## src/rtl/div_unit.sv

```systemverilog
// div_unit -- iterative RV32M divide / remainder unit (DIV, DIVU, REM, REMU).
//
// Restoring division, one quotient bit per clock. The execute stage pulses
// start, stalls while busy is high and captures div_result when done pulses.
// Divide-by-zero and signed overflow bypass the iteration and return the
// RISC-V architected results one cycle after start.
//
// Ports:
//   clk        in   rising-edge clock
//   rst        in   synchronous, active-high reset
//   start      in   request pulse, sampled only in IDLE or DONE
//   div_op     in   [1:0] 00 DIV, 01 DIVU, 10 REM, 11 REMU
//   operand_a  in   [XLEN-1:0] dividend (rs1)
//   operand_b  in   [XLEN-1:0] divisor (rs2)
//   busy       out  high in RUN and FIX
//   done       out  one-cycle pulse, div_result valid
//   div_result out  [XLEN-1:0] quotient or remainder, held until next done
//
// Build option:
//   DIV_EARLY_OUT_EN  when defined, |dividend| < |divisor| skips the
//                     iteration and finishes one cycle after start.
//
// State | Meaning
// ------+-----------------------------------------------------------
// IDLE  | waiting for start
// RUN   | XLEN restoring iterations, counter XLEN-1 down to 0
// FIX   | sign correction and quotient/remainder select
// DONE  | done pulse; accepts a new start like IDLE

module div_unit #(
    parameter int XLEN = 32
) (
    input  logic            clk,
    input  logic            rst,
    input  logic            start,
    input  logic [1:0]      div_op,
    input  logic [XLEN-1:0] operand_a,
    input  logic [XLEN-1:0] operand_b,
    output logic            busy,
    output logic            done,
    output logic [XLEN-1:0] div_result
);

    localparam int CW = $clog2(XLEN);

    localparam logic [1:0] S_IDLE = 2'd0;
    localparam logic [1:0] S_RUN  = 2'd1;
    localparam logic [1:0] S_FIX  = 2'd2;
    localparam logic [1:0] S_DONE = 2'd3;

    localparam logic [XLEN-1:0] ALL_ONES = {XLEN{1'b1}};
    localparam logic [XLEN-1:0] MIN_NEG  = {1'b1, {(XLEN-1){1'b0}}};

    logic [1:0]      r_state;
    logic [CW-1:0]   r_cnt;
    logic [XLEN-1:0] r_rem;
    logic [XLEN-1:0] r_quo;
    logic [XLEN-1:0] r_div;
    logic            r_sel_rem;
    logic            r_neg_q;
    logic            r_neg_r;
    logic [XLEN-1:0] r_result;

    // Operand decode for the acceptance cycle
    logic            w_signed;
    logic            w_a_neg;
    logic            w_b_neg;
    logic [XLEN-1:0] w_a_mag;
    logic [XLEN-1:0] w_b_mag;
    logic            w_div_zero;
    logic            w_overflow;
    logic            w_early;
    logic            w_special;
    logic [XLEN-1:0] w_special_res;
    logic            w_accept;

    assign w_signed   = ~div_op[0];
    assign w_a_neg    = w_signed & operand_a[XLEN-1];
    assign w_b_neg    = w_signed & operand_b[XLEN-1];
    // Negating -2^(XLEN-1) yields itself, which is the correct unsigned magnitude.
    assign w_a_mag    = w_a_neg ? (~operand_a + 1'b1) : operand_a;
    assign w_b_mag    = w_b_neg ? (~operand_b + 1'b1) : operand_b;
    assign w_div_zero = (operand_b == '0);
    assign w_overflow = w_signed & (operand_a == MIN_NEG) & (operand_b == ALL_ONES);

`ifdef DIV_EARLY_OUT_EN
    assign w_early    = ~w_div_zero & ~w_overflow & (w_a_mag < w_b_mag);
`else
    assign w_early    = 1'b0;
`endif

    assign w_special  = w_div_zero | w_overflow | w_early;

    always_comb begin
        w_special_res = '0;
        if (w_div_zero) begin
            w_special_res = div_op[1] ? operand_a : ALL_ONES;
        end else if (w_overflow) begin
            w_special_res = div_op[1] ? '0 : MIN_NEG;
        end else if (w_early) begin
            // Quotient is zero; remainder is the untouched dividend.
            w_special_res = div_op[1] ? operand_a : '0;
        end
    end

    assign w_accept = start & ((r_state == S_IDLE) | (r_state == S_DONE));

    // Restoring step: shift {rem, quo} left, trial-subtract the divisor.
    // The shifted remainder can need XLEN+1 bits; when the subtraction
    // succeeds the difference is below the divisor, so XLEN bits suffice.
    logic [XLEN:0]   w_shift;
    logic            w_ge;
    logic [XLEN-1:0] w_trial;

    assign w_shift = {r_rem, r_quo[XLEN-1]};
    assign w_ge    = (w_shift >= {1'b0, r_div});
    assign w_trial = w_shift[XLEN-1:0] - r_div;

    logic [XLEN-1:0] w_fix_res;

    always_comb begin
        w_fix_res = '0;
        if (r_sel_rem) begin
            w_fix_res = r_neg_r ? (~r_rem + 1'b1) : r_rem;
        end else begin
            w_fix_res = r_neg_q ? (~r_quo + 1'b1) : r_quo;
        end
    end

    always_ff @(posedge clk) begin
        if (rst) begin
            r_state   <= S_IDLE;
            r_cnt     <= '0;
            r_rem     <= '0;
            r_quo     <= '0;
            r_div     <= '0;
            r_sel_rem <= 1'b0;
            r_neg_q   <= 1'b0;
            r_neg_r   <= 1'b0;
            r_result  <= '0;
        end else begin
            case (r_state)
                S_IDLE, S_DONE: begin
                    if (w_accept) begin
                        r_sel_rem <= div_op[1];
                        r_neg_q   <= w_a_neg ^ w_b_neg;
                        r_neg_r   <= w_a_neg;
                        r_rem     <= '0;
                        r_quo     <= w_a_mag;
                        r_div     <= w_b_mag;
                        r_cnt     <= CW'(XLEN - 1);
                        if (w_special) begin
                            r_result <= w_special_res;
                            r_state  <= S_DONE;
                        end else begin
                            r_state  <= S_RUN;
                        end
                    end else begin
                        r_state <= S_IDLE;
                    end
                end
                S_RUN: begin
                    if (w_ge) begin
                        r_rem <= w_trial;
                        r_quo <= {r_quo[XLEN-2:0], 1'b1};
                    end else begin
                        r_rem <= w_shift[XLEN-1:0];
                        r_quo <= {r_quo[XLEN-2:0], 1'b0};
                    end
                    if (r_cnt == '0) begin
                        r_state <= S_FIX;
                    end else begin
                        r_cnt <= r_cnt - 1'b1;
                    end
                end
                S_FIX: begin
                    r_result <= w_fix_res;
                    r_state  <= S_DONE;
                end
                default: begin
                    r_state <= S_IDLE;
                end
            endcase
        end
    end

    assign busy       = (r_state == S_RUN) | (r_state == S_FIX);
    assign done       = (r_state == S_DONE);
    assign div_result = r_result;

endmodule

```

## config.mk

```make
export PLATFORM = sky130hd
export DESIGN_NAME = div_unit
export DESIGN_NICKNAME = d
export VERILOG_FILES = /design/src/rtl/div_unit.sv
export SDC_FILE = /design/constraint.sdc
export NUM_CORES = 1
export LEC_CHECK = 0
export ABC_CLOCK_PERIOD_IN_PS = 3600
export BUFFER_PORTS_ARGS = -buffer_cell sky130_fd_sc_hd__buf_2
export CORE_ASPECT_RATIO = 0.6
export CORE_MARGIN = 10
export CORE_UTILIZATION = 45
export CTS_BUF_LIST = sky130_fd_sc_hd__clkbuf_4
export DETAILED_ROUTE_END_ITERATION = 10
export PLACE_DENSITY = 0.67
export SLEW_MARGIN = 20
export SYNTH_ARGS = -nofsm -noshare
export SYNTH_HDL_FRONTEND = slang
export SYNTH_SLANG_ARGS = --single-unit
export TNS_END_PERCENT = 20
```

## constraint.sdc

```tcl
create_clock -name clk -period 3.6 [get_ports clk]
set_input_delay 0.18 -clock clk [delete_from_list [all_inputs] [get_ports clk]]
set_output_delay 0.18 -clock clk [all_outputs]
set_load 0.05 [all_outputs]
```

==> run_results.csv <==
group,metric,value,unit
outcome,status,"finished, final reports clean",
setup_path,worst_setup_path_end_kind,"register",
detailed_routing,drt_pre_antenna_iters,5,
global_routing,grtUsageTotal,0.239,
placed_design,port_buffers,102,
placed_design,half_perimeter_wire_length_after_placement,28300,um
timing,fmax,301,MHz
finish,layout-area-overhead-vs-synth,15.0,%
cts,clk_path_buf_depth,2,
detailed_routing,post_drt_via_cell_ratio,6.13,
detailed_routing,route.detailed.wl_per_inst,19.7,um
timing,grt_setup_unrepaired,"no",
detailed_routing,met3_wirelength,4720,um
timing,finalSetupTns,0,ns
yosys,cell_variety_after_synth,77,
floorplan,die_area,30500,um^2
yosys,synthCells,1459,
job,timing.max_cap.violations,0,
yosys,synth_compound_area_frac,0.266,
setup_path,worstPathCellList,"inv_1 -> ha_1 -> nand4_1 -> or3_1 -> nor4_1 -> a31o_2 -> a21oi_1 -> nor3_4 -> nand2_1 -> o221ai_1",
global_routing,first_global_vias,10500,
yosys,post_synthesis_sequential_area_ratio,0.259,
detailed_routing,highest_layer,"met4",
cts,ctsRootBufferMaster,"sky130_fd_sc_hd__clkbuf_4",
setup_path,worst_r2r_path_depth,10,
hold_path,hold_path_end,"r_div[24]",
cts,clk_pin_slew,0.11,ns
yosys,synth_top_family_by_area,"compound AO/OA/AOI/OAI gates",
setup_path,critPathLaunch,"r_div[14]",
yosys,avgSynthCellArea,7.32,um^2
placed_design,post-place-cells,1828,
setup_path,worst_path_dominant_cell_family,"simple AND/OR/NAND/NOR gates",
yosys,yosys.area_share.simple,0.229,
setup_path,critical_path.max_stage_delay,0.48,ns
detailed_routing,antenna_left,0,
power,leak,4.82,nW
setup_path,cp_data_arrival_time,3.81,ns
global_routing,grt_start_max_net_pins,70,
yosys,yosysTopAreaCellShare,0.259,
floorplan,io_pins,103,
cts,tritoncts,"done",
hold_path,hold_wc_startpoint,"operand_b[24]",
yosys,syn_area,10700,um^2
floorplan,initial_core_util,0.460,
yosys,synthMuxAreaShare,0.0220,
detailed_routing,drc_errors,0,
cts,numCtsBuffers,17,
timing,max_slew_margin,0.297,
yosys,synth.net_count,1571,
yosys,synth-edff-count,0,
placed_design,gpl.final_weighted_congestion,1.00,
finish,instances_no_fill,1902,
setup_path,worst_r2r_startpoint,"r_div[14]",
timing,hold_viol_final,0,
power,pwr_density_cell,602,nW/um^2
floorplan,num_rows,43,
cts,cts_hold_repair.buffers,42,
yosys,yosysWarningCount,0,
power,design_power_total,7.40,mW
setup_path,critPathRequiredTime,4.09,ns
timing,final.setup_skew,0.0275,ns
setup_path,start_kind,"register",
detailed_routing,route.vias.total,11700,
detailed_routing,routed_wirelength,37600,um
detailed_routing,detail_route_met2_wl,14300,um
yosys,async_reset_ff_frac,0,
detailed_routing,violation_count_after_the_first_detailed_route_iteration,1313,
cts,clock_sinks,138,
setup_path,reg2reg_setup_slack,0.28,ns
floorplan,die_width,219,um
finish,fraction_of_layout_instances_using_a_drive_strength_above_1,0.128,
finish,final_net_count,1686,
timing,setup_viol_count_final,0,
global_routing,grt_overflow_total,0,
detailed_routing,wirelength_met1,18100,um
setup_path,r2r-end,"r_rem[21]",
timing,worst_slew_pin_slew,1.05,ns
power,worst_ir_drop_vdd,0.000516,V
timing,layout_worst_path_cycle_share,0.923,
timing,slew_viol_final,0,
global_routing,grt_antenna_before_repair,0,
setup_path,slowest_stage,"sky130_fd_sc_hd__nor4_1",
yosys,synthAdderAreaFrac,0.0510,
setup_path,path_max_fanout,11,
floorplan,placeableCoreArea,23200,um^2
yosys,yosys_most_used_dff,"sky130_fd_sc_hd__dfxtp_1",
yosys,synth_commonest_cells,"sky130_fd_sc_hd__nor2_1 (174), sky130_fd_sc_hd__nand2_1 (148), sky130_fd_sc_hd__dfxtp_1 (138)",
floorplan,die_h,139,um
cts,clkLatencyLatePin,0.59,ns
finish,antennaDiodeCount,0,
cts,htreeDepth,4,
hold_path,hold-path-cell-count,3,
setup_path,crit_path_kind,"reg2reg",
yosys,synth_most_common_cell,"sky130_fd_sc_hd__nor2_1",
hold_path,hold_path_class,"in2reg",
cts,cts.repair.resized,0,
timing,timing.final.crit_period,3.32,ns
cts,cts_setup_buffers,0,
setup_path,crit_buf_inv,1,
yosys,synth-seq-cells,138,
global_routing,grt_first_pass_wirelength,59300,um
yosys,synthTopCellsByArea,"sky130_fd_sc_hd__dfxtp_1 (26%), sky130_fd_sc_hd__xnor2_1 (6.3%), sky130_fd_sc_hd__nor2_1 (6.1%), sky130_fd_sc_hd__a21oi_1 (5.6%), sky130_fd_sc_hd__xor2_1 (5.2%)",
yosys,post_synth_xor_area_fraction,0.116,
yosys,yosys.area.top_type,"sky130_fd_sc_hd__dfxtp_1",
-- registers in the layout, summed over array words and instances (netlist names) --
name        cells
div_result     32
r_rem          32
r_quo          32
r_cnt           5
r_neg_r         1
r_sel_rem       1
r_neg_q         1
r_div          32
r_state         2
-- worst max path at each step --
stage / end / slack (ns) / depth (start not counted)
global route: r_rem[25] / 0.10 / 10
detailed placement: div_result[31] / 0.38 / 11
CTS: r_rem[25] / 0.41 / 10
finish: r_rem[21] / 0.28 / 10
global placement: div_result[31] / 0.40 / 11
floorplan: r_rem[2] / 0.60 / 11
-- routing by layer --
| metal | vias to the layer above | track usage |
|---|---|---|
| met3 | 41 | 0.0810 |
| met4 | 0 | 0.0445 |
| met1 | 5486 | 0.365 |
| met5 | - | 0 |
| li1 | 5503 | - |
| met2 | 636 | 0.309 |
-- cell usage in the layout (no fill, tap or decap), drive strengths merged, types with 10 or more instances in the layout --
| cell type | n |
|---|---|
| nor2 | 174 |
| clkinv | 11 |
| xor2 | 64 |
| nand2b | 11 |
| xnor2 | 77 |
| a31oi | 14 |
| or3 | 19 |
| a21o | 12 |
| o31ai | 15 |
| nand4 | 20 |
| inv | 61 |
| a21oi | 119 |
| o21bai | 10 |
| nand3 | 17 |
| o41ai | 12 |
| a211oi | 57 |
| dlygate4sd3 | 42 |
| nor3 | 60 |
| o21ai | 106 |
| nor4 | 13 |
| clkbuf | 18 |
| dfxtp | 138 |
| o211ai | 17 |
| mux2i | 22 |
| ha | 42 |
| buf | 148 |
| or4 | 17 |
| o221ai | 12 |
| nand2 | 148 |
-- power by group --
group | leakage, nW | internal [mW] | switching [mW]
Combinational | 3.55 | 1.41 | 2.66
Clock | 0.140 | 0.408 | 0.641
Sequential | 1.13 | 1.90 | 0.378
-- area by class of cell --
cell class              count  area, um^2
clock inverters            14         131
inverters                  63         236
multi-input cells        1164        7320
fillers                  2334       11000
well taps                 315         394
clock buffers              18         135
repair buffers            190        1300
flip-flops and latches    138        2760
-- per-stage QoR --
step	worst slack [ns]	hold WS, ns	cell area [um^2]	util
after floorplan	0.604	0.316	10700	-
after global placement	0.405	0.466	11600	0.499
after detailed placement	0.378	0.485	11600	0.499
after CTS	0.415	0.00416	12300	0.529
after global routing	0.102	0.0209	12300	0.529
final	0.279	0.0332	12300	0.529
-- tightest hold or removal path, stage by stage --
cell	delay (ns)
sky130_fd_sc_hd__buf_2	0.12
sky130_fd_sc_hd__xor2_1	0.17
sky130_fd_sc_hd__a211oi_1	0.09
-- cells by family (layout without fill, tap and decap cells) --
kind of cell,Yosys count,count (layout)
XOR/XNOR,141,141
multiplexers,23,23
buffers and inverters,157,285
AND/OR/NAND/NOR,518,518
flip-flops,138,138
AO/OA/AOI/OAI,439,439
adder cells (fa/ha/maj),43,43
Power figures use the tool's default switching activity.
